File: src/rtl/vga_pkg.sv
// Shared types and defaults for the VGA pipeline screen sequencer.
package vga_pkg;

   typedef enum logic [1:0] {
      SCR_MENU  = 2'd0,
      SCR_PLAY  = 2'd1,
      SCR_PAUSE = 2'd2,
      SCR_OVER  = 2'd3
   } screen_t;

   localparam int unsigned OVER_FRAMES_DEF = 120;
   localparam int unsigned CNT_W_DEF       = 8;

endpackage

File: src/rtl/screen_ctrl_if.sv
// Control/status bundle between the screen sequencer and its environment.
interface screen_ctrl_if
   import vga_pkg::*;
#(
   parameter int unsigned CNT_W = CNT_W_DEF
);

   logic             vsync;
   logic             btn_start;
   logic             btn_pause;
   logic             game_over;
   screen_t          screen;
   logic             game_en;
   logic             game_rst;
   logic [CNT_W-1:0] over_cnt;

   modport master (
      output vsync, btn_start, btn_pause, game_over,
      input  screen, game_en, game_rst, over_cnt
   );

   modport slave (
      input  vsync, btn_start, btn_pause, game_over,
      output screen, game_en, game_rst, over_cnt
   );

endinterface

File: src/rtl/btn_sync_edge.sv
// Two-flop synchronizer for an asynchronous button plus a registered rising-edge pulse.
module btn_sync_edge (
   input  logic clk,
   input  logic rst_n,
   input  logic btn,
   output logic rise
);

   logic sync1;
   logic sync2;
   logic sync2_q;

   always_ff @(posedge clk or negedge rst_n) begin
      if (!rst_n) begin
         sync1   <= 1'b0;
         sync2   <= 1'b0;
         sync2_q <= 1'b0;
         rise    <= 1'b0;
      end else begin
         sync1   <= btn;
         sync2   <= sync1;
         sync2_q <= sync2;
         rise    <= sync2 & ~sync2_q;
      end
   end

endmodule

File: src/rtl/screen_ctrl.sv
// Screen sequencer: collects button/game events per frame and switches the
// active draw layer only on vsync rising edges.
module screen_ctrl
   import vga_pkg::*;
#(
   parameter int unsigned OVER_FRAMES = OVER_FRAMES_DEF,
   parameter int unsigned CNT_W       = CNT_W_DEF
) (
   input  logic         clk,
   input  logic         rst_n,
   screen_ctrl_if.slave bus
);

   logic             start_edge;
   logic             pause_edge;
   logic             vsync_q;
   logic             frame_tick_c;
   logic             start_p;
   logic             pause_p;
   logic             over_p;
   screen_t          state_q;
   screen_t          state_d;
   logic [CNT_W-1:0] over_cnt_q;
   logic [CNT_W-1:0] over_cnt_d;
   logic             game_en_q;
   logic             game_en_d;
   logic             game_rst_q;
   logic             game_rst_d;

   btn_sync_edge u_start (.clk(clk), .rst_n(rst_n), .btn(bus.btn_start), .rise(start_edge));
   btn_sync_edge u_pause (.clk(clk), .rst_n(rst_n), .btn(bus.btn_pause), .rise(pause_edge));

   assign frame_tick_c = bus.vsync & ~vsync_q;

   // Requests live for one frame; on a tick only that cycle's event survives.
   always_ff @(posedge clk or negedge rst_n) begin
      if (!rst_n) begin
         vsync_q <= 1'b0;
         start_p <= 1'b0;
         pause_p <= 1'b0;
         over_p  <= 1'b0;
      end else begin
         vsync_q <= bus.vsync;
         if (frame_tick_c) begin
            start_p <= start_edge;
            pause_p <= pause_edge;
            over_p  <= bus.game_over;
         end else begin
            start_p <= start_p | start_edge;
            pause_p <= pause_p | pause_edge;
            over_p  <= over_p  | bus.game_over;
         end
      end
   end

   always_ff @(posedge clk or negedge rst_n) begin
      if (!rst_n) begin
         state_q    <= SCR_MENU;
         over_cnt_q <= '0;
         game_en_q  <= 1'b0;
         game_rst_q <= 1'b0;
      end else begin
         state_q    <= state_d;
         over_cnt_q <= over_cnt_d;
         game_en_q  <= game_en_d;
         game_rst_q <= game_rst_d;
      end
   end

   // Next state: one decision per frame tick.
   always_comb begin
      state_d    = state_q;
      over_cnt_d = over_cnt_q;
      if (frame_tick_c) begin
         unique case (state_q)
            SCR_MENU: begin
               if (start_p) state_d = SCR_PLAY;
            end
            SCR_PLAY: begin
               if (over_p) begin
                  state_d    = SCR_OVER;
                  over_cnt_d = '0;
               end else if (pause_p) begin
                  state_d = SCR_PAUSE;
               end
            end
            SCR_PAUSE: begin
               if (start_p)      state_d = SCR_MENU;
               else if (pause_p) state_d = SCR_PLAY;
            end
            SCR_OVER: begin
               if (start_p || over_cnt_q == CNT_W'(OVER_FRAMES - 1)) begin
                  state_d    = SCR_MENU;
                  over_cnt_d = '0;
               end else if (over_cnt_q < CNT_W'(OVER_FRAMES)) begin
                  over_cnt_d = over_cnt_q + CNT_W'(1);
               end
            end
            default: state_d = SCR_MENU;
         endcase
      end
   end

   always_comb begin
      game_en_d  = (state_d == SCR_PLAY);
      game_rst_d = frame_tick_c && (state_q == SCR_MENU) && start_p;
   end

   assign bus.screen   = state_q;
   assign bus.over_cnt = over_cnt_q;
   assign bus.game_en  = game_en_q;
   assign bus.game_rst = game_rst_q;

endmodule

File: src/flat_wrapper.sv
// flat-port wrapper written by rule: the top's interface ports become plain ports
module screen_ctrl_flat import vga_pkg::*;
#(
   parameter int unsigned OVER_FRAMES = OVER_FRAMES_DEF,
   parameter int unsigned CNT_W       = CNT_W_DEF
)
  (clk, rst_n, bus_vsync, bus_btn_start, bus_btn_pause, bus_game_over, bus_screen, bus_game_en, bus_game_rst, bus_over_cnt);
  screen_ctrl_if #(.CNT_W(CNT_W)) bus_i ();
  input  logic clk;
  input  logic rst_n;
  input wire logic [$bits(bus_i.vsync)-1:0] bus_vsync;
  input wire logic [$bits(bus_i.btn_start)-1:0] bus_btn_start;
  input wire logic [$bits(bus_i.btn_pause)-1:0] bus_btn_pause;
  input wire logic [$bits(bus_i.game_over)-1:0] bus_game_over;
  output wire logic [$bits(bus_i.screen)-1:0] bus_screen;
  output wire logic [$bits(bus_i.game_en)-1:0] bus_game_en;
  output wire logic [$bits(bus_i.game_rst)-1:0] bus_game_rst;
  output wire logic [$bits(bus_i.over_cnt)-1:0] bus_over_cnt;
  assign bus_i.vsync = bus_vsync;
  assign bus_i.btn_start = bus_btn_start;
  assign bus_i.btn_pause = bus_btn_pause;
  assign bus_i.game_over = bus_game_over;
  assign bus_screen = bus_i.screen;
  assign bus_game_en = bus_i.game_en;
  assign bus_game_rst = bus_i.game_rst;
  assign bus_over_cnt = bus_i.over_cnt;
  screen_ctrl #(.OVER_FRAMES(OVER_FRAMES), .CNT_W(CNT_W)) u_core (.clk(clk), .rst_n(rst_n), .bus(bus_i));
endmodule
File: config.mk
export PLATFORM = sky130hd
export DESIGN_NAME = screen_ctrl_flat
export DESIGN_NICKNAME = d
export VERILOG_FILES = /design/src/rtl/vga_pkg.sv /design/src/rtl/screen_ctrl_if.sv /design/src/rtl/btn_sync_edge.sv /design/src/rtl/screen_ctrl.sv /design/src/flat_wrapper.sv
export SDC_FILE = /design/constraint.sdc
export NUM_CORES = 1
export LEC_CHECK = 0
export ABC_AREA = 1
export BUFFER_PORTS_ARGS = -buffer_cell sky130_fd_sc_hd__buf_2
export CAP_MARGIN = 15
export CORE_MARGIN = 5
export CORE_UTILIZATION = 48
export DETAILED_ROUTE_END_ITERATION = 10
export HOLD_SLACK_MARGIN = 0.08
export PLACE_DENSITY_LB_ADDON = 0.12
export SLEW_MARGIN = 40
export SYNTH_ARGS = -nofsm -noshare
export SYNTH_HDL_FRONTEND = slang
export SYNTH_HIERARCHICAL = 1
export SYNTH_SLANG_ARGS = --single-unit
File: constraint.sdc
create_clock -name clk -period 1.9 [get_ports clk]
set_input_delay 0.38 -clock clk [delete_from_list [all_inputs] [get_ports clk]]
set_output_delay 0.38 -clock clk [all_outputs]
set_load 0.01 [all_outputs]
==> results.sh, run 1 <==
export IMPL_hold_depth=1
export IMPL_fp_dieH_um=58.3
export IMPL_r2r_setup_slack_ns=0.21
export IMPL_finalHoldViolCount=0
export IMPL_cp_max_fo=12
export IMPL_cts_max_path_buffers=2
export IMPL_place_area_um2=1220
export IMPL_cts_max_level=1
export IMPL_pwr_share_clk=0.282
export IMPL_area_growth_pct=14.6
export IMPL_yosys_register_bits=24
export IMPL_track_usage=0.132
export IMPL_p_sw_mw=0.409
export IMPL_grt_overflow=0
export IMPL_whs_ns=0.166
export IMPL_r2r_end="u_core/bus.over_cnt[4]"
export IMPL_vias_per_cell=5.00
export IMPL_worstMarginPinSlew_ns=0.521
export IMPL_io_pins=18
export IMPL_path_class="flip-flop to flip-flop"
export IMPL_rr_startpoint="u_core/bus.over_cnt[0]"
export IMPL_clkSinkCount=24
export IMPL_layout_nets=161
export IMPL_end_kind="flip-flop"
export IMPL_hold_start="bus_btn_start"
export IMPL_ys_warn_count=6
export IMPL_final_util=0.581
export IMPL_routed_wl_um=2130
export IMPL_drtAntennaViolNets=0
export IMPL_grt_first_pass_wirelength_um=3480
export IMPL_critPathRequiredTime_ns=2.11
export IMPL_finalMaxSlewViolations=0
export IMPL_period_needed_ns=1.69
export IMPL_fin_ws_ns=0.212
export IMPL_antenna_cells=0
export IMPL_min_to="u_core/u_start/sync1"
export IMPL_p_int_mw=0.884
export IMPL_synthesis_nets=140
export IMPL_rows=17
export IMPL_dp_hpwl_um=1590
export IMPL_seq_power_share=0.493
export IMPL_initial_core_util=0.507
export IMPL_startpoint="u_core/bus.over_cnt[0]"
export IMPL_port_buffers=17
export IMPL_layout_cells_most_common="nand2_1"
export IMPL_hold_path_class="input pin to flip-flop"
export IMPL_drtIter0Drc=25
export IMPL_grt_pass1_vias=823
export IMPL_ir_drop_mv=0.697
export IMPL_die_w_um=58.3
export IMPL_startpoint_type="flip-flop"
export IMPL_rr_worst_depth=9
export IMPL_cts_root_buf="clkbuf_4"
export IMPL_leakagePower_nw=0.678
export IMPL_first_pass_iters=4
export IMPL_antenna_found_initial=0
export IMPL_grt_max_degree=25
export IMPL_switching_share=0.316
export IMPL_slew_headroom=0.653
export IMPL_timing_final_crit_share=0.889
export IMPL_skew_ns=0.00328
export IMPL_die_area_um2=3400
export IMPL_yosysUniqueCellTypes=19
export IMPL_syn_avg_cell_area_um2=8.43
export IMPL_design_area_um2=1280
export IMPL_synthCells=133
export IMPL_rsz0062_at_grt="false"
export IMPL_fin_tns_setup_ns=0
export IMPL_cap_violations=0
export IMPL_p_per_area_nw_per_um2=1010
export IMPL_drive_gt1_frac=0.196
export IMPL_core_um2=2210
export IMPL_ctsResizeCount=0
export IMPL_cp_arrival_ns=1.90
export IMPL_max_freq_mhz=592
export IMPL_post_route_drc_count=0
export IMPL_cts_tree="yes"
export IMPL_status="completed"
export IMPL_final_cell_mix="nand2_1 (38), dfrtp_1 (24), inv_1 (20)"
export IMPL_path_clk_slew_ns=0.13
export IMPL_combPwrFrac=0.225
export IMPL_via_count=905
export IMPL_place_ws_ns=0.245
export IMPL_wire_per_inst_um=11.7
export IMPL_clk_latency_ns=0.31
export IMPL_syn_cell_area_um2=1120
export IMPL_setup_violations=0
export IMPL_gp_congestion=0.906
export IMPL_seq_area_frac_synth=0.536
export IMPL_cts_made_buffers=3
-- layout make-up --
type / count / area (um2)
tap: 28 / 35.0
fill: 218 / 927
timing repair buffer: 18 / 95.1
clock buffer: 3 / 22.5
inverter: 20 / 75.1
clock inverter: 1 / 30.0
sequential: 24 / 601
multi-input combinational: 87 / 427
-- repair_timing --
item,in CTS,in global routing
endpoints found under the hold margin,24,0
hold buffers,1,0
buffers inserted,0,0
-- sequential cells by signal, indices dropped and copies added, names as in the netlist --
signal	flops
u_core/u_pause/sync1	1
u_core/u_pause/rise	1
u_core/u_start/sync2_q	1
u_core/u_start/rise	1
u_core/bus.game_en	1
u_core/u_pause/sync2	1
u_core/u_start/sync1	1
u_core/bus.over_cnt	8
u_core/start_p	1
u_core/u_start/sync2	1
u_core/pause_p	1
u_core/u_pause/sync2_q	1
u_core/vsync_q	1
u_core/bus.screen	2
u_core/over_p	1
u_core/bus.game_rst	1
-- stage by stage --
| stage | power, mW | instances |
|---|---|---|
| 6_report | 1.29 | 181 |
| 4_1_cts | 1.30 | 181 |
| 5_1_grt | 1.37 | 181 |
| 3_3_place_gp | 0.936 | 176 |
| 2_1_floorplan | 0.841 | 133 |
| 3_5_place_dp | 0.935 | 176 |
-- routing by layer --
metal / vias to the layer above / part of all wire / global-route usage
met5: - / 0 / 0
met4: 0 / 0.0094 / 0.0596
met3: 2 / 0.061 / 0.0219
met2: 24 / 0.47 / 0.217
met1: 421 / 0.46 / 0.170
li1: 458 / - / -
-- worst max-delay path by stage --
| stage | endpoint | cells past startpoint | slack, ns |
|---|---|---|---|
| final | u_core/bus.over_cnt[4] | 9 | 0.21 |
| after global routing | u_core/bus.over_cnt[5] | 9 | 0.08 |
| after global placement | u_core/bus.over_cnt[5] | 9 | 0.30 |
| after floorplan | u_core/bus.over_cnt[0] | 9 | 0.43 |
| after CTS | u_core/bus.over_cnt[5] | 9 | 0.22 |
| after detailed placement | u_core/bus.over_cnt[5] | 9 | 0.25 |
-- worst max-delay path: stages, from the launching register on --
cell     delay, ns
dfrtp_1       0.48
ha_1          0.30
nand2_2       0.11
nor2_2        0.03
nand2_1       0.10
nand3_1       0.09
nand2_2       0.22
inv_1         0.13
nand2_1       0.08
nand2_1       0.05
-- synth_stat cells --
| library cell | count | area share |
|---|---|---|
| nand2_1 | 38 | 0.13 |
| dfrtp_1 | 24 | 0.54 |
| inv_1 | 20 | 0.067 |
| nand3_1 | 10 | 0.045 |
| nor2_1 | 7 | 0.023 |
| nor3_1 | 6 | 0.027 |
| a21oi_1 | 4 | 0.018 |
| o21bai_1 | 4 | 0.027 |
| nor2_2 | 3 | 0.017 |
| o21ai_0 | 3 | 0.013 |
| o21ai_2 | 3 | 0.023 |
| nand2_2 | 2 | 0.011 |
| nand4_1 | 2 | 0.011 |
| o21ai_1 | 2 | 0.0089 |
| buf_4 | 1 | 0.0067 |
| buf_6 | 1 | 0.010 |
| ha_1 | 1 | 0.011 |
| nor2_4 | 1 | 0.010 |
| xor2_1 | 1 | 0.0078 |
-- cell families after synthesis --
logic type,after synthesis,share of synthesized area
buf+inv,22,0.0837
fa+ha+maj,1,0.0112
flops,24,0.536
compound gates,16,0.0904
simple gates,69,0.271
xor+xnor,1,0.00781
-- power groups by stage --
| stage | registers, mW | clock network (mW) | logic, mW |
|---|---|---|---|
| 3_5_place_dp | 0.647 | 0 | 0.288 |
| 3_3_place_gp | 0.648 | 0 | 0.289 |
| 4_1_cts | 0.637 | 0.375 | 0.291 |
| 6_report | 0.638 | 0.365 | 0.291 |
| 2_1_floorplan | 0.657 | 0 | 0.184 |
| 5_1_grt | 0.652 | 0.390 | 0.324 |
Note: power is estimated with default switching activity, not from simulation.
==> run 2, diff against run 1 <==
BUFFER_PORTS_ARGS = unset   (was -buffer_cell sky130_fd_sc_hd__buf_2)
DONT_BUFFER_PORTS = 1   (was unset)
GPL_TIMING_DRIVEN = 0   (was unset)
==> run 2 against run 1 <==
Clock skew is 0.0026 ns lower. Final cell count is 6.1% lower. Die area stayed put. Critical path depth stayed put. Worst hold slack better by 0.0029 ns. Via count is 6.4% lower. Non-clock buffer count is 11 lower. Design area is 2.4% lower. First-iteration DRC count is 36% lower. Sequential share of layout area is 1.2 points higher.
==> results.sh, run 2 (same netlist as run 1, synthesis figures left out) <==
export IMPL_dp_hpwl_um=1430
export IMPL_core_um2=2210
export IMPL_ir_drop_mv=0.621
export IMPL_wire_per_inst_um=11.8
export IMPL_cts_max_path_buffers=2
export IMPL_grt_first_pass_wirelength_um=3390
export IMPL_gp_congestion=0.834
export IMPL_via_count=847
export IMPL_grt_max_degree=25
export IMPL_antenna_found_initial=0
export IMPL_whs_ns=0.169
export IMPL_fin_ws_ns=0.261
export IMPL_path_class="flip-flop to flip-flop"
export IMPL_port_buffers=0
export IMPL_place_ws_ns=0.261
export IMPL_cts_made_buffers=3
export IMPL_leakagePower_nw=0.625
export IMPL_vias_per_cell=4.98
export IMPL_post_route_drc_count=0
export IMPL_cts_root_buf="clkbuf_4"
export IMPL_routed_wl_um=2000
export IMPL_design_area_um2=1250
export IMPL_final_cells=170
export IMPL_rr_startpoint="u_core/bus.over_cnt[0]"
export IMPL_place_area_um2=1160
export IMPL_worstMarginPinSlew_ns=0.513
export IMPL_final_util=0.567
export IMPL_setup_violations=0
export IMPL_r2r_setup_slack_ns=0.26
export IMPL_end_kind="flip-flop"
export IMPL_fin_tns_setup_ns=0
export IMPL_max_freq_mhz=610
export IMPL_final_cell_mix="nand2_1 (38), dfrtp_1 (24), inv_1 (20)"
export IMPL_finalMaxSlewViolations=0
export IMPL_largest_reg_flops=8
export IMPL_layout_cells_most_common="nand2_1"
export IMPL_cap_violations=0
export IMPL_layout_nets=150
export IMPL_cts_max_level=1
export IMPL_initial_core_util=0.507
export IMPL_area_growth_pct=11.8
export IMPL_track_usage=0.132
export IMPL_hold_path_class="input pin to flip-flop"
export IMPL_grt_overflow=0
export IMPL_path_common_cell="nand2_1"
export IMPL_dp_cells=161
export IMPL_antenna_cells=0
export IMPL_grt_pass1_vias=760
export IMPL_die_area_um2=3400
export IMPL_p_total_mw=1.27
export IMPL_startpoint_type="flip-flop"
export IMPL_rows=17
export IMPL_timing_final_crit_share=0.863
export IMPL_path_clk_slew_ns=0.13
export IMPL_cp_arrival_ns=1.86
export IMPL_cts_tree="yes"
export IMPL_cpMaxStageDelayCell="dfrtp_1"
export IMPL_critPathMaxStageDelay_ns=0.55
export IMPL_hold_start="bus_game_over"
export IMPL_slew_headroom=0.658
export IMPL_status="completed"
export IMPL_startpoint="u_core/bus.over_cnt[0]"
export IMPL_crit_chain="ha_1 > nand2_2 > nor2_2 > nand2_1 > nand3_1 > nand2_2 > buf_6 > nand2_1 > nand2_1"
export IMPL_skew_ns=0.000726
export IMPL_first_pass_iters=4
export IMPL_critPathRequiredTime_ns=2.13
export IMPL_drive_gt1_frac=0.113
export IMPL_clk_latency_ns=0.32
export IMPL_cp_max_fo=10
export IMPL_rsz0062_at_grt="false"
export IMPL_die_w_um=58.3
export IMPL_finalHoldViolCount=0
export IMPL_drtAntennaViolNets=0
export IMPL_period_needed_ns=1.64
export IMPL_drtIter0Drc=16
export IMPL_clkSinkCount=24
export IMPL_p_per_area_nw_per_um2=1020
export IMPL_fp_dieH_um=58.3
export IMPL_io_pins=18
-- run 2: cell count changes in the layout (fill, tap and decap cells not counted), sizes merged --
| cell | previous run | this run |
|---|---|---|
| dlygate4sd3 | 1 | 4 |
| buf | 17 | 3 |
-- run 2: repair_timing --
action	in CTS	in global routing
gates resized for setup	0	0
setup buffers	0	0
endpoints found under the hold margin	27	24
hold buffers	4	1
-- run 2: worst paths after layout --
kind                                           to  depth (start not counted)
setup / recovery           u_core/bus.over_cnt[4]                          9
hold / removal                      u_core/over_p                          1
setup reg to reg           u_core/bus.over_cnt[4]                          9
hold reg to reg              u_core/u_start/sync2                          0
max in group asynchronous  u_core/bus.over_cnt[0]                          2
min in group asynchronous           u_core/over_p                          2
-- run 2: routing by layer --
layer  up-vias  global-route usage  wire, um
met3         4              0.0263       130
met4         0              0.0795        48
li1        438                   -         -
met1       384               0.180       962
met5         -                   0         0
met2        21               0.191       862
-- run 2: cell type report --
cell class	count	area (um2)
Tap cell	28	35.0
Fill cell	221	958
Multi-Input combinational cell	87	427
Buffer	2	18.8
Sequential cell	24	601
Clock inverter	1	30.0
Inverter	20	75.1
Clock buffer	3	22.5
Timing Repair Buffer	5	45.0
-- run 2: worst max-delay path, delay by kind of cell (launching register included) --
| kind | cells | cell delay, ns |
|---|---|---|
| simple gates | 7 | 0.53 |
| buf+inv | 1 | 0.15 |
| fa+ha+maj | 1 | 0.32 |
| flops | 1 | 0.55 |
-- run 2: where the power goes --
part,internal [mW],total [mW],switching [mW]
Sequential,0.568,0.667,0.0991
Clock,0.213,0.373,0.159
Combinational,0.0832,0.234,0.151
Total,0.865,1.27,0.410
==> run 3, diff against run 2 <==
ABC_AREA = unset   (was 1)
CELL_PAD_IN_SITES_DETAIL_PLACEMENT = 0   (was unset)
CELL_PAD_IN_SITES_GLOBAL_PLACEMENT = 1   (was unset)
==> run 3 against run 2 <==
Sequential share of layout area grew 3.6 points. Clock-buffer cell count is the same. Flip-flop and latch count is the same. Register-to-register slack got worse by 0.06 ns. Combinational power rose by 15%. Die area is 4.2% lower. First-iteration DRC count down 63%. Area after synthesis fell by 5.0%. Critical path depth decreased by 4. Global-route usage is 0.66 points lower. Synthesized cell count fell by 34%.
==> results.sh, run 3 <==
export IMPL_fin_ws_ns=0.204
export IMPL_path_class="flip-flop to flip-flop"
export IMPL_fp_dieH_um=57.1
export IMPL_critPathMaxStageDelay_ns=0.47
export IMPL_p_total_mw=1.14
export IMPL_yosys_area_top_type="dfrtp_1"
export IMPL_cts_max_level=1
export IMPL_port_buffers=0
export IMPL_p_int_mw=0.774
export IMPL_slew_headroom=0.573
export IMPL_core_um2=2170
export IMPL_crit_family="flip-flops"
export IMPL_die_w_um=57.1
export IMPL_cts_root_buf="clkbuf_4"
export IMPL_synth_most_common_cell="dfrtp_1"
export IMPL_syn_cell_area_um2=1060
export IMPL_cts_made_buffers=3
export IMPL_gp_congestion=0.750
export IMPL_synthFlopType="dfrtp_1"
export IMPL_ys_top_cells_by_count="dfrtp_1 (24), nor2_1 (9), nand2_1 (5)"
export IMPL_synthCells=88
export IMPL_seq_power_share=0.579
export IMPL_cap_violations=0
export IMPL_timing_final_crit_share=0.893
export IMPL_final_util=0.539
export IMPL_cpMaxStageDelayCell="dfrtp_1"
export IMPL_fillers=202
export IMPL_synthTopCellsByArea="dfrtp_1 (56%), nor2_1 (3.2%), nor2b_4 (2.6%)"
export IMPL_routed_wl_um=1800
export IMPL_switching_share=0.324
export IMPL_via_count=702
export IMPL_track_usage=0.125
export IMPL_skew_ns=0.00381
export IMPL_wire_per_inst_um=14.5
export IMPL_pwr_share_clk=0.185
export IMPL_post_cts_buffers=0
export IMPL_cp_max_fo=7
export IMPL_fin_tns_setup_ns=0
export IMPL_finalMaxSlewViolations=0
export IMPL_max_freq_mhz=590
export IMPL_leakagePower_nw=0.514
export IMPL_setup_violations=0
export IMPL_synth_edff_count=0
export IMPL_design_area_um2=1170
export IMPL_layout_nets=105
export IMPL_clk_latency_ns=0.30
export IMPL_rows=17
export IMPL_cts_tree="yes"
export IMPL_critical_path_buf_inv_count=0
export IMPL_hold_path_class="input pin to flip-flop"
export IMPL_area_growth_pct=9.75
export IMPL_layout_cells_most_common="dfrtp_1"
export IMPL_finalHoldViolCount=0
export IMPL_grt_max_degree=25
export IMPL_post_route_drc_count=0
export IMPL_cts_max_path_buffers=2
export IMPL_seq_area_frac_synth=0.564
export IMPL_largest_reg_flops=8
export IMPL_ys_warn_count=6
export IMPL_first_pass_iters=4
export IMPL_grt_overflow=0
export IMPL_worstMarginPinSlew_ns=0.641
export IMPL_path_clk_slew_ns=0.12
export IMPL_cp_arrival_ns=1.93
export IMPL_end_kind="flip-flop"
export IMPL_combPwrFrac=0.235
export IMPL_period_needed_ns=1.70
export IMPL_dp_hpwl_um=1290
export IMPL_rsz0062_at_grt="false"
export IMPL_vias_per_cell=5.66
export IMPL_place_ws_ns=0.186
export IMPL_p_per_area_nw_per_um2=980
export IMPL_ir_drop_mv=0.546
export IMPL_place_area_um2=1100
export IMPL_grt_first_pass_wirelength_um=3260
export IMPL_antenna_found_initial=0
export IMPL_yosys_register_bits=24
export IMPL_synthArstFlopShare=1.00
export IMPL_yosysUniqueCellTypes=34
export IMPL_critPathRequiredTime_ns=2.14
export IMPL_final_cell_mix="dfrtp_1 (23), nor2_1 (9), nand2_1 (5)"
export IMPL_clkSinkCount=24
export IMPL_yosysTopAreaCellShare=0.564
export IMPL_grt_pass1_vias=697
export IMPL_initial_core_util=0.491
export IMPL_die_area_um2=3260
export IMPL_drive_gt1_frac=0.208
export IMPL_io_pins=18
export IMPL_p_sw_mw=0.371
export IMPL_startpoint_type="flip-flop"
export IMPL_drtAntennaViolNets=0
export IMPL_drtIter0Drc=6
export IMPL_antenna_cells=0
export IMPL_syn_avg_cell_area_um2=12.1
export IMPL_crit_chain="ha_1 > and4bb_4 > a21oi_4 > o32a_4 > nor3_2"
export IMPL_synthesis_nets=95
export IMPL_status="completed"
==> run 3: metal layers <==
metal	part of all wire	vias up	GRT usage
met5	0	-	0
met3	0.054	2	0.0271
met2	0.48	16	0.181
met1	0.46	343	0.182
met4	0.0061	0	0.0497
li1	-	341	-
==> run 3: through the flow <==
| step | std cells | hold slack, ns |
|---|---|---|
| detailed placement | 116 | 0.0850 |
| global route | 124 | 0.148 |
| CTS | 123 | 0.152 |
| floorplan | 88 | 0.0844 |
| global placement | 116 | 0.0850 |
| finish | 124 | 0.160 |
==> run 3: cell families (layout without fill, tap and decap cells) <==
family          Yosys count  in the layout  share of synthesized area
flops                    24             24                      0.564
compound gates           23             23                      0.173
fa+ha+maj                 1              1                     0.0117
buf+inv                   5             13                     0.0317
simple gates             35             35                      0.220
==> run 3: power groups by stage <==
stage	Combinational (mW)	Clock, mW	Sequential (mW)
floorplan	0.222	0	0.654
global placement	0.253	0	0.673
detailed placement	0.256	0	0.675
CTS	0.273	0.224	0.666
global route	0.308	0.247	0.678
finish	0.269	0.212	0.664
==> run 3: area by class of cell <==
type                    count  area, um2  area share
multi-input cells          59        430       0.368
well taps                  28       35.0      0.0300
clock buffers               3       22.5      0.0193
plain buffers               2       22.5      0.0193
flip-flops and latches     24        602       0.515
inverters                   3       11.3     0.00964
repair buffers              5       45.0      0.0385
==> run 3: path summary, 6_finish.rpt <==
check,cells after the start,slack [ns],from,end
max in group asynchronous,2,0.96,rst_n,u_core/bus.over_cnt[0]
max reg2reg,5,0.20,u_core/bus.over_cnt[1],u_core/bus.game_en
min reg2reg,0,0.37,u_core/u_pause/sync1,u_core/u_pause/sync2
min,1,0.16,bus_game_over,u_core/over_p
min in group asynchronous,2,0.57,rst_n,u_core/bus.screen[1]
max,5,0.20,u_core/bus.over_cnt[1],u_core/bus.game_en
==> run 3: repair_timing <==
action,in CTS,in global routing
hold endpoints to repair,27,24
endpoints found under the setup margin,0,1
hold buffers,4,1
resized for setup,0,1
